$ cat src/rtl/btn_gesture_if.sv
`default_nettype none
// ---------------------------------------------------------------------------
// btn_gesture_if : debounced button level in, gesture event pulses out
// Revision 1.0
// ---------------------------------------------------------------------------
interface btn_gesture_if;
  logic btn_i;
  logic press_o;
  logic release_o;
  logic click_o;
  logic dbl_click_o;
  logic long_o;
  logic held_o;

  modport master (
    output btn_i,
    input  press_o, release_o, click_o, dbl_click_o, long_o, held_o
  );

  modport slave (
    input  btn_i,
    output press_o, release_o, click_o, dbl_click_o, long_o, held_o
  );
endinterface
`default_nettype wire

$ cat src/rtl/btn_gesture.sv
`default_nettype none
// ---------------------------------------------------------------------------
// btn_gesture : classifies a clean button level into press/release/click/
//               double-click/long-press pulses. Revision 1.0
// ---------------------------------------------------------------------------
module btn_gesture #(
  parameter int unsigned LONG_CYCLES    = 100_000_000,
  parameter int unsigned DBL_GAP_CYCLES = 30_000_000,
  parameter int unsigned CNT_W          = 27
) (
  input  wire logic    clk,
  input  wire logic    n_rst,
  btn_gesture_if.slave bus
);

  localparam logic [2:0] c_st_idle   = 3'd0;
  localparam logic [2:0] c_st_press1 = 3'd1;
  localparam logic [2:0] c_st_gap    = 3'd2;
  localparam logic [2:0] c_st_press2 = 3'd3;
  localparam logic [2:0] c_st_long   = 3'd4;

  localparam logic [CNT_W-1:0] c_long_last = CNT_W'(LONG_CYCLES - 1);
  localparam logic [CNT_W-1:0] c_gap_last  = CNT_W'(DBL_GAP_CYCLES - 1);

  logic [2:0]       state_q, state_d;
  logic [CNT_W-1:0] cnt_q, cnt_d;
  logic             btn_d_q, btn_d_d;
  logic             armed_q, armed_d;
  logic             press_q, press_d;
  logic             release_q, release_d;
  logic             click_q, click_d;
  logic             dbl_q, dbl_d;
  logic             long_q, long_d;
  logic             held_q, held_d;

  logic w_rise;
  logic w_fall;
  logic w_long_to;
  logic w_gap_to;

  // Edges are suppressed until the button has been seen released once.
  assign w_rise    = bus.btn_i & ~btn_d_q & armed_q;
  assign w_fall    = ~bus.btn_i & btn_d_q & armed_q;
  assign w_long_to = (cnt_q == c_long_last);
  assign w_gap_to  = (cnt_q == c_gap_last);

  always_comb begin
    state_d   = state_q;
    press_d   = 1'b0;
    release_d = 1'b0;
    click_d   = 1'b0;
    dbl_d     = 1'b0;
    long_d    = 1'b0;
    btn_d_d   = bus.btn_i;
    armed_d   = armed_q | ~bus.btn_i;

    case (state_q)
      c_st_idle: begin
        if (w_rise) begin
          state_d = c_st_press1;
          press_d = 1'b1;
        end
      end
      c_st_press1: begin
        if (w_fall) begin
          state_d   = c_st_gap;
          release_d = 1'b1;
        end else if (w_long_to) begin
          state_d = c_st_long;
          long_d  = 1'b1;
        end
      end
      c_st_gap: begin
        if (w_rise) begin
          state_d = c_st_press2;
          press_d = 1'b1;
        end else if (w_gap_to) begin
          state_d = c_st_idle;
          click_d = 1'b1;
        end
      end
      c_st_press2: begin
        if (w_fall) begin
          state_d   = c_st_idle;
          release_d = 1'b1;
          dbl_d     = 1'b1;
        end else if (w_long_to) begin
          state_d = c_st_long;
          long_d  = 1'b1;
        end
      end
      c_st_long: begin
        if (w_fall) begin
          state_d   = c_st_idle;
          release_d = 1'b1;
        end
      end
      default: state_d = c_st_idle;
    endcase

    // Counter restarts on every state change and saturates otherwise.
    if (state_d != state_q) begin
      cnt_d = '0;
    end else if (cnt_q == {CNT_W{1'b1}}) begin
      cnt_d = cnt_q;
    end else begin
      cnt_d = cnt_q + CNT_W'(1);
    end

    held_d = (state_d == c_st_long);
  end

  always_ff @(posedge clk) begin
    if (!n_rst) begin
      state_q   <= c_st_idle;
      cnt_q     <= '0;
      btn_d_q   <= 1'b0;
      armed_q   <= 1'b0;
      press_q   <= 1'b0;
      release_q <= 1'b0;
      click_q   <= 1'b0;
      dbl_q     <= 1'b0;
      long_q    <= 1'b0;
      held_q    <= 1'b0;
    end else begin
      state_q   <= state_d;
      cnt_q     <= cnt_d;
      btn_d_q   <= btn_d_d;
      armed_q   <= armed_d;
      press_q   <= press_d;
      release_q <= release_d;
      click_q   <= click_d;
      dbl_q     <= dbl_d;
      long_q    <= long_d;
      held_q    <= held_d;
    end
  end

  assign bus.press_o     = press_q;
  assign bus.release_o   = release_q;
  assign bus.click_o     = click_q;
  assign bus.dbl_click_o = dbl_q;
  assign bus.long_o      = long_q;
  assign bus.held_o      = held_q;

endmodule
`default_nettype wire

$ cat src/flat_wrapper.sv
// flat-port wrapper written by rule: the top's interface ports become plain ports
module btn_gesture_flat 
#(
  parameter int unsigned LONG_CYCLES    = 100_000_000,
  parameter int unsigned DBL_GAP_CYCLES = 30_000_000,
  parameter int unsigned CNT_W          = 27
)
  (clk, n_rst, bus_btn_i, bus_press_o, bus_release_o, bus_click_o, bus_dbl_click_o, bus_long_o, bus_held_o);
  btn_gesture_if bus_i ();
  input  wire logic clk;
  input  wire logic n_rst;
  input wire logic [$bits(bus_i.btn_i)-1:0] bus_btn_i;
  output wire logic [$bits(bus_i.press_o)-1:0] bus_press_o;
  output wire logic [$bits(bus_i.release_o)-1:0] bus_release_o;
  output wire logic [$bits(bus_i.click_o)-1:0] bus_click_o;
  output wire logic [$bits(bus_i.dbl_click_o)-1:0] bus_dbl_click_o;
  output wire logic [$bits(bus_i.long_o)-1:0] bus_long_o;
  output wire logic [$bits(bus_i.held_o)-1:0] bus_held_o;
  assign bus_i.btn_i = bus_btn_i;
  assign bus_press_o = bus_i.press_o;
  assign bus_release_o = bus_i.release_o;
  assign bus_click_o = bus_i.click_o;
  assign bus_dbl_click_o = bus_i.dbl_click_o;
  assign bus_long_o = bus_i.long_o;
  assign bus_held_o = bus_i.held_o;
  btn_gesture #(.LONG_CYCLES(LONG_CYCLES), .DBL_GAP_CYCLES(DBL_GAP_CYCLES), .CNT_W(CNT_W)) u_core (.clk(clk), .n_rst(n_rst), .bus(bus_i));
endmodule
$ cat config.mk
export PLATFORM = sky130hd
export DESIGN_NAME = btn_gesture_flat
export DESIGN_NICKNAME = d
export VERILOG_FILES = /design/src/rtl/btn_gesture_if.sv /design/src/rtl/btn_gesture.sv /design/src/flat_wrapper.sv
export SDC_FILE = /design/constraint.sdc
export NUM_CORES = 1
export LEC_CHECK = 0
export BUFFER_PORTS_ARGS = -buffer_cell sky130_fd_sc_hd__buf_2
export CAP_MARGIN = 30
export CORE_MARGIN = 2
export CORE_UTILIZATION = 40
export CTS_CLUSTER_DIAMETER = 120
export DETAILED_ROUTE_END_ITERATION = 12
export GPL_ROUTABILITY_DRIVEN = 0
export PLACE_DENSITY = 0.58
export SLEW_MARGIN = 0
export SYNTH_ARGS = -nofsm -noshare
export SYNTH_HDL_FRONTEND = slang
export SYNTH_SLANG_ARGS = --single-unit
$ cat constraint.sdc
create_clock -name clk -period 3.6 [get_ports clk]
set_input_delay 0.18 -clock clk [delete_from_list [all_inputs] [get_ports clk]]
set_output_delay 0.18 -clock clk [all_outputs]
set_load 0.05 [all_outputs]
==> results of run 1 <==
==> cells by family after synthesis <==
group,synth area share [%]
AO/OA/AOI/OAI,16.5
XOR/XNOR,6.18
adder cells (fa/ha/maj),0.631
buffers and inverters,4.16
flip-flops,38.4
multiplexers,1.01
AND/OR/NAND/NOR,33.1
==> through the flow <==
step | hold slack (ps) | util (%) | total power, µW
floorplan | 272 | - | 552
finish | 79.1 | 45.4 | 878
global placement | 390 | 43.4 | 580
CTS | 77.8 | 45.4 | 887
global route | 90.3 | 45.4 | 919
detailed placement | 393 | 43.4 | 579
==> power by group <==
part | internal [µW] | switching [µW] | leakage [µW] | total (µW)
sequential | 443 | 26.3 | 0.000308 | 469
combinational | 39.3 | 62.0 | 0.000330 | 101
clock | 154 | 153 | 0.0000472 | 307
==> cells in the mapped netlist, types with 3 or more instances <==
cell       n  area share [%]
nor2b_1    3            0.95
xnor2_1   12             5.3
clkbuf_1   4            0.76
nand3_1    8             2.0
nand4_1    7             2.2
nor4_1     3            0.95
buf_2      3            0.76
or4b_1     5             2.5
nand2_1   17             3.2
dfxtp_1   38              38
a211oi_1   7             2.6
or3_1      3            0.95
a21oi_1    6             1.5
a311oi_1   3             1.3
inv_1      4            0.76
nor3_1    13             3.3
and3_1     7             2.2
o31ai_1    3             1.1
nor2_1    22             4.2
o21ai_0    6             1.5
a31oi_1   10             3.2
==> state kept, by name, indices dropped and copies added (netlist names) <==
| name | cells |
|---|---|
| u_core.bus.held_o | 1 |
| u_core.armed_q | 1 |
| u_core.btn_d_q | 1 |
| u_core.bus.press_o | 1 |
| u_core.bus.click_o | 1 |
| u_core.bus.long_o | 1 |
| u_core.state_q | 3 |
| u_core.bus.release_o | 1 |
| u_core.bus.dbl_click_o | 1 |
| u_core.cnt_q | 27 |
==> path summary, 6_finish.rpt <==
check,from,end
worst max-delay path,u_core.cnt_q[2],u_core.cnt_q[6]
worst min-delay path,bus_btn_i,u_core.armed_q
worst max register to register,u_core.cnt_q[2],u_core.cnt_q[6]
worst min register to register,u_core.armed_q,u_core.armed_q
==> final cells by class <==
class	count	area (µm²)	share of cell area (%)
clock buffers	6	82.6	3.83
clock inverters	2	12.5	0.580
inverters	4	15.0	0.696
multi-input cells	172	1140	52.8
flip-flops and latches	38	761	35.3
well taps	67	83.8	3.89
repair buffers	11	62.6	2.90
==> per-layer routing <==
| metal | track usage (%) | part of all wire, % | vias up |
|---|---|---|---|
| li1 | - | - | 859 |
| met1 | 26.4 | 47 | 806 |
| met2 | 28.3 | 46 | 46 |
| met3 | 4.34 | 5.0 | 9 |
| met4 | 8.73 | 1.8 | 0 |
| met5 | 0 | 0 | - |
==> impl_metrics.json, run 1 <==
{
  "netlist_area_um2": 1980,
  "finClkSkew_ps": 8.92,
  "wl_per_cell_um": 15.4,
  "area_growth_pct": 8.77,
  "path_max_fanout": 12,
  "cp.buffers_inverters": 0,
  "antenna_found_initial": 0,
  "crit_chain": "and4_1 -> and3_1 -> and3_1 -> o21ai_0 -> a211oi_1",
  "setup_ws_ps": 1120,
  "mostFrequentLayoutCells": "38 x dfxtp_1, 22 x nor2_1, 17 x nand2_1, 13 x nor3_1, 12 x xnor2_1",
  "port_buffers": 8,
  "clockBufferDepth": 2,
  "placed_cell_area_um2": 2060,
  "via_per_inst": 5.73,
  "cts.sinks": 38,
  "die_area_um2": 5540,
  "dp.cells": 292,
  "die_width_um": 74.4,
  "async_reset_ff_share_pct": 0,
  "grt_pass1_wl_mm": 8.00,
  "hold_viol": 0,
  "hold_path.class": "in -> reg",
  "critPathCaptureType": "flop",
  "post-cts-setup-buffers": 0,
  "rsz0062_at_grt": "false",
  "first_pass_iters": 4,
  "cp_slowest_stage_delay_ps": 560,
  "htree_levels": 2,
  "crit_cells": 5,
  "synth_edf_count": 0,
  "post-route-period-util_pct": 68.8,
  "layout_commonest_cell": "dfxtp_1",
  "required_ps": 3800,
  "synthFlopType": "dfxtp_1",
  "worst_ir_drop_vdd_mv": 0.238,
  "fin_cells": 300,
  "cp-start-kind": "flop",
  "vias": 1720,
  "nNetsFinal": 236,
  "final_area_um2": 2160,
  "syn_nets": 229,
  "min_path_cells": 2,
  "grt_use_total_pct": 19.1,
  "initial_utilization_pct": 41.7,
  "detail_route.iter0.violations": 119,
  "finalSetupTns_ps": 0,
  "ioPinCount": 9,
  "worstMarginPinSlew_ps": 714,
  "reg2reg_slack_ps": 1120,
  "dp_slack_ps": 1150,
  "ys_ff_latch": 38,
  "ys_seq_area_share_pct": 38.4,
  "num_rows": 25,
  "cts_tree": "done",
  "grt_pass1_vias": 1616,
  "crit_top_cell": "and3_1",
  "status": "complete, no violations",
  "cp_slowest_cell": "and3_1",
  "drcViolationCount": 0,
  "syn_inst": 225,
  "min_period_ps": 2480,
  "drt_wl_total_mm": 4.62,
  "setup-violations-final": 0,
  "leakagePower_uw": 0.000685,
  "num_antenna_cells": 0,
  "powerDensity_nw_per_um2": 407,
  "avgSynthCellArea_um2": 8.81,
  "fill_cells": 485,
  "dieHeight_um": 74.4,
  "grt_max_degree": 16,
  "cts_hold_buf": 0,
  "ant_nets": 0,
  "max_slew_margin_pct": 52.4,
  "worstPathArrival_ps": 2680,
  "drive_above_1_share_pct": 14.2,
  "ys_types": 50,
  "critPathKind": "reg -> reg",
  "fmax_ghz": 0.403,
  "drv_cap": 0,
  "cts_made_buffers": 5,
  "insertion_delay_ps": 290,
  "cts_resized": 0,
  "reg2reg_depth": 5,
  "ys_warn_count": 0,
  "critical_path.top_delay_family": "simple AND/OR/NAND/NOR gates",
  "grt_overflow_total": 0,
  "clkTransAtPathRegs_ps": 80,
  "core_area_um2": 4750,
  "place_hpwl_mm": 3.22,
  "cts_root_buffer": "clkbuf_8",
  "drv_slew": 0
}
No activity file was read; power rests on OpenSTA's default activity.
==> run 2, diff against run 1 <==
--- a/config.mk
+++ b/config.mk
@@ -5,6 +5,7 @@
 export SDC_FILE = /design/constraint.sdc
 export NUM_CORES = 1
 export LEC_CHECK = 0
+export ABC_AREA = 1
 export BUFFER_PORTS_ARGS = -buffer_cell sky130_fd_sc_hd__buf_2
 export CAP_MARGIN = 30
 export CORE_MARGIN = 2
==> constraint.sdc (replaced) <==
create_clock -name clk -period 2.4 [get_ports clk]
set_input_delay 0.12 -clock clk [delete_from_list [all_inputs] [get_ports clk]]
set_output_delay 0.12 -clock clk [all_outputs]
set_load 0.05 [all_outputs]
==> run 2 against run 1 <==
Fmax grew 22%. Final cell count grew 42%. Non-clock buffer count shrank 2. Flip-flop and latch count is the same. Clock power grew 81%. Critical path type unchanged. Largest cell class unchanged.
==> impl_metrics.json, run 2 <==
{
  "crit_top_cell": "nand2_4",
  "synth_top_area_cell": "dfxtp_1",
  "ant_nets": 0,
  "drt_wl_total_mm": 5.34,
  "num_rows": 28,
  "hold_viol": 0,
  "via_per_inst": 4.87,
  "ys_seq_area_share_pct": 31.9,
  "synth_edf_count": 0,
  "largest-register": "u_core.cnt_q",
  "synth_area_leaders": "dfxtp_1 32%, nand2_1 13%, nor2_1 11%",
  "cts_tree": "done",
  "synth_top_family_by_area": "simple AND/OR/NAND/NOR gates",
  "synth_xor_area_share_pct": 5.51,
  "nNetsFinal": 355,
  "die_width_um": 81.2,
  "async_reset_ff_share_pct": 0,
  "initial_utilization_pct": 40.7,
  "die_area_um2": 6590,
  "grt_max_degree": 28,
  "path_max_fanout": 27,
  "critical_path.top_delay_family": "simple AND/OR/NAND/NOR gates",
  "area_growth_pct": 7.09,
  "synth_top_cell_area_share_pct": 31.9,
  "leakagePower_uw": 0.00103,
  "rsz0062_at_grt": "false",
  "ioPinCount": 9,
  "status": "complete, no violations",
  "port_buffers": 8,
  "cts_resized": 0,
  "htree_levels": 2,
  "cp-start-kind": "flop",
  "synthAdderAreaFrac_pct": 0.525,
  "avgSynthCellArea_um2": 6.97,
  "finClkSkew_ps": 8.85,
  "cts.sinks": 38,
  "critPathCaptureType": "flop",
  "clkTransAtPathRegs_ps": 80,
  "drcViolationCount": 0,
  "powerDensity_nw_per_um2": 500,
  "largest_reg_flops": 27,
  "fmax_ghz": 0.494,
  "grt_use_total_pct": 18.4,
  "detail_route.iter0.violations": 108,
  "worstPathArrival_ps": 2190,
  "muxShareOfSynthArea_pct": 0,
  "hold_path.class": "in -> reg",
  "drv_cap": 0,
  "vias": 2078,
  "reg2reg_depth": 10,
  "min_period_ps": 2020,
  "cp_slowest_stage_delay_ps": 400,
  "post-route-period-util_pct": 84.3,
  "synth_compound_area_share_pct": 1.52,
  "synthTopCellsByCount": "81 x nand2_1, 72 x nor2_1, 41 x inv_1, 38 x dfxtp_1, 20 x nor3_2",
  "mostFrequentLayoutCells": "81 x nand2_1, 72 x nor2_1, 41 x inv_1, 38 x dfxtp_1, 20 x nor3_2",
  "drive_above_1_share_pct": 16.2,
  "insertion_delay_ps": 300,
  "drv_slew": 0,
  "antenna_found_initial": 0,
  "min_path_cells": 3,
  "cts_made_buffers": 5,
  "max_slew_margin_pct": 68.6,
  "ys_ff_latch": 38,
  "whs_ps": 15.1,
  "ys_types": 30,
  "cts_hold_buf": 1,
  "worstMarginPinSlew_ps": 472,
  "required_ps": 2570,
  "largestRegisters": "u_core.cnt_q (27), u_core.state_q (3)",
  "setup-violations-final": 0,
  "r2r_end": "u_core.cnt_q[22]",
  "post-cts-setup-buffers": 0,
  "post-synth-top-count-cell": "nand2_1",
  "first_pass_iters": 4,
  "grt_pass1_vias": 2048,
  "hp-start": "n_rst",
  "cp.buffers_inverters": 1,
  "syn_nets": 346,
  "grt_pass1_wl_mm": 9.32,
  "critPathKind": "reg -> reg",
  "crit_chain": "ha_1 -> inv_2 -> nor2_8 -> nand2_4 -> nor2_4 -> nand2_4 -> nand2_4 -> nand4_2 -> nand2_4 -> nor3_1",
  "ys_warn_count": 0,
  "yosys.area_share.simple_pct": 49.8,
  "synthFlopType": "dfxtp_1",
  "netlist_area_um2": 2380,
  "core_area_um2": 5850,
  "reg2reg_slack_ps": 380,
  "syn_inst": 342,
  "wl_per_cell_um": 12.5,
  "grt_overflow_total": 0,
  "clockBufferDepth": 2,
  "r2r-start": "u_core.cnt_q[0]",
  "cp_slowest_cell": "dfxtp_1",
  "worst_ir_drop_vdd_mv": 0.258,
  "finalSetupTns_ps": 0,
  "hold_end": "u_core.btn_d_q",
  "cts_root_buffer": "clkbuf_8",
  "num_antenna_cells": 0,
  "layout_commonest_cell": "nand2_1",
  "place_hpwl_mm": 3.93,
  "dieHeight_um": 81.2
}
run 2: changes by cell type after synthesis, moves of 6 or more:
cell / previous run / this run
nor3_2: 1 / 20
nand3_1: 8 / 14
xnor2_1: 12 / 2
a211oi_1: 7 / 0
nor2_1: 22 / 72
nand2_1: 17 / 81
xor2_1: 2 / 13
inv_1: 4 / 41
nand2_4: 0 / 6
and3_1: 7 / 0
a31oi_1: 10 / 2
run 2: worst max path at each step:
stage,start,to,slack (ps),cells past startpoint
2_1_floorplan,u_core.cnt_q[0],u_core.cnt_q[2],660,11
3_3_place_gp,u_core.cnt_q[0],u_core.cnt_q[17],440,10
3_5_place_dp,u_core.cnt_q[0],u_core.cnt_q[18],380,10
4_1_cts,u_core.cnt_q[0],u_core.cnt_q[21],350,10
5_1_grt,u_core.cnt_q[0],u_core.cnt_q[17],160,10
6_report,u_core.cnt_q[0],u_core.cnt_q[22],380,10
run 2: layout make-up:
class	count	area [µm²]
flip-flops and latches	38	761
well taps	75	93.8
clock inverters	3	45.0
clock buffers	5	68.8
repair buffers	9	50.0
inverters	43	166
multi-input cells	254	1370
fillers	621	3300
run 2: per-layer routing:
| metal | up-vias | global-route usage (%) | part of all wire (%) |
|---|---|---|---|
| met5 | - | 0 | 0 |
| met4 | 0 | 6.95 | 2.1 |
| met3 | 10 | 3.67 | 3.2 |
| met2 | 33 | 31.2 | 46 |
| met1 | 950 | 23.1 | 49 |
| li1 | 1085 | - | - |
run 2: tightest hold or removal path, stage by stage:
cell,delay (ps)
buf_2,90
nand2_1,50
inv_1,40
run 2: through the flow:
step / utilization (%) / setup slack, ps / power (µW) / cells / cell area [µm²]
6_report: 43.6 / 376 / 1280 / 427 / 2550
5_1_grt: 43.6 / 156 / 1340 / 427 / 2550
4_1_cts: 43.6 / 355 / 1290 / 427 / 2550
3_5_place_dp: 41.5 / 378 / 734 / 418 / 2430
3_3_place_gp: 41.5 / 441 / 733 / 418 / 2430
2_1_floorplan: - / 662 / 727 / 342 / 2380
run 2: cells by family after synthesis:
| group | Yosys count |
|---|---|
| xor+xnor | 15 |
| compound gates | 6 |
| fa+ha+maj | 1 |
| flops | 38 |
| buf+inv | 50 |
| simple gates | 232 |
run 2: power breakdown:
group / internal, µW / switching [µW] / total, µW
Combinational: 21.6 / 51.5 / 73.0
Clock: 309 / 248 / 557
Sequential: 639 / 7.92 / 647
Total: 969 / 307 / 1280
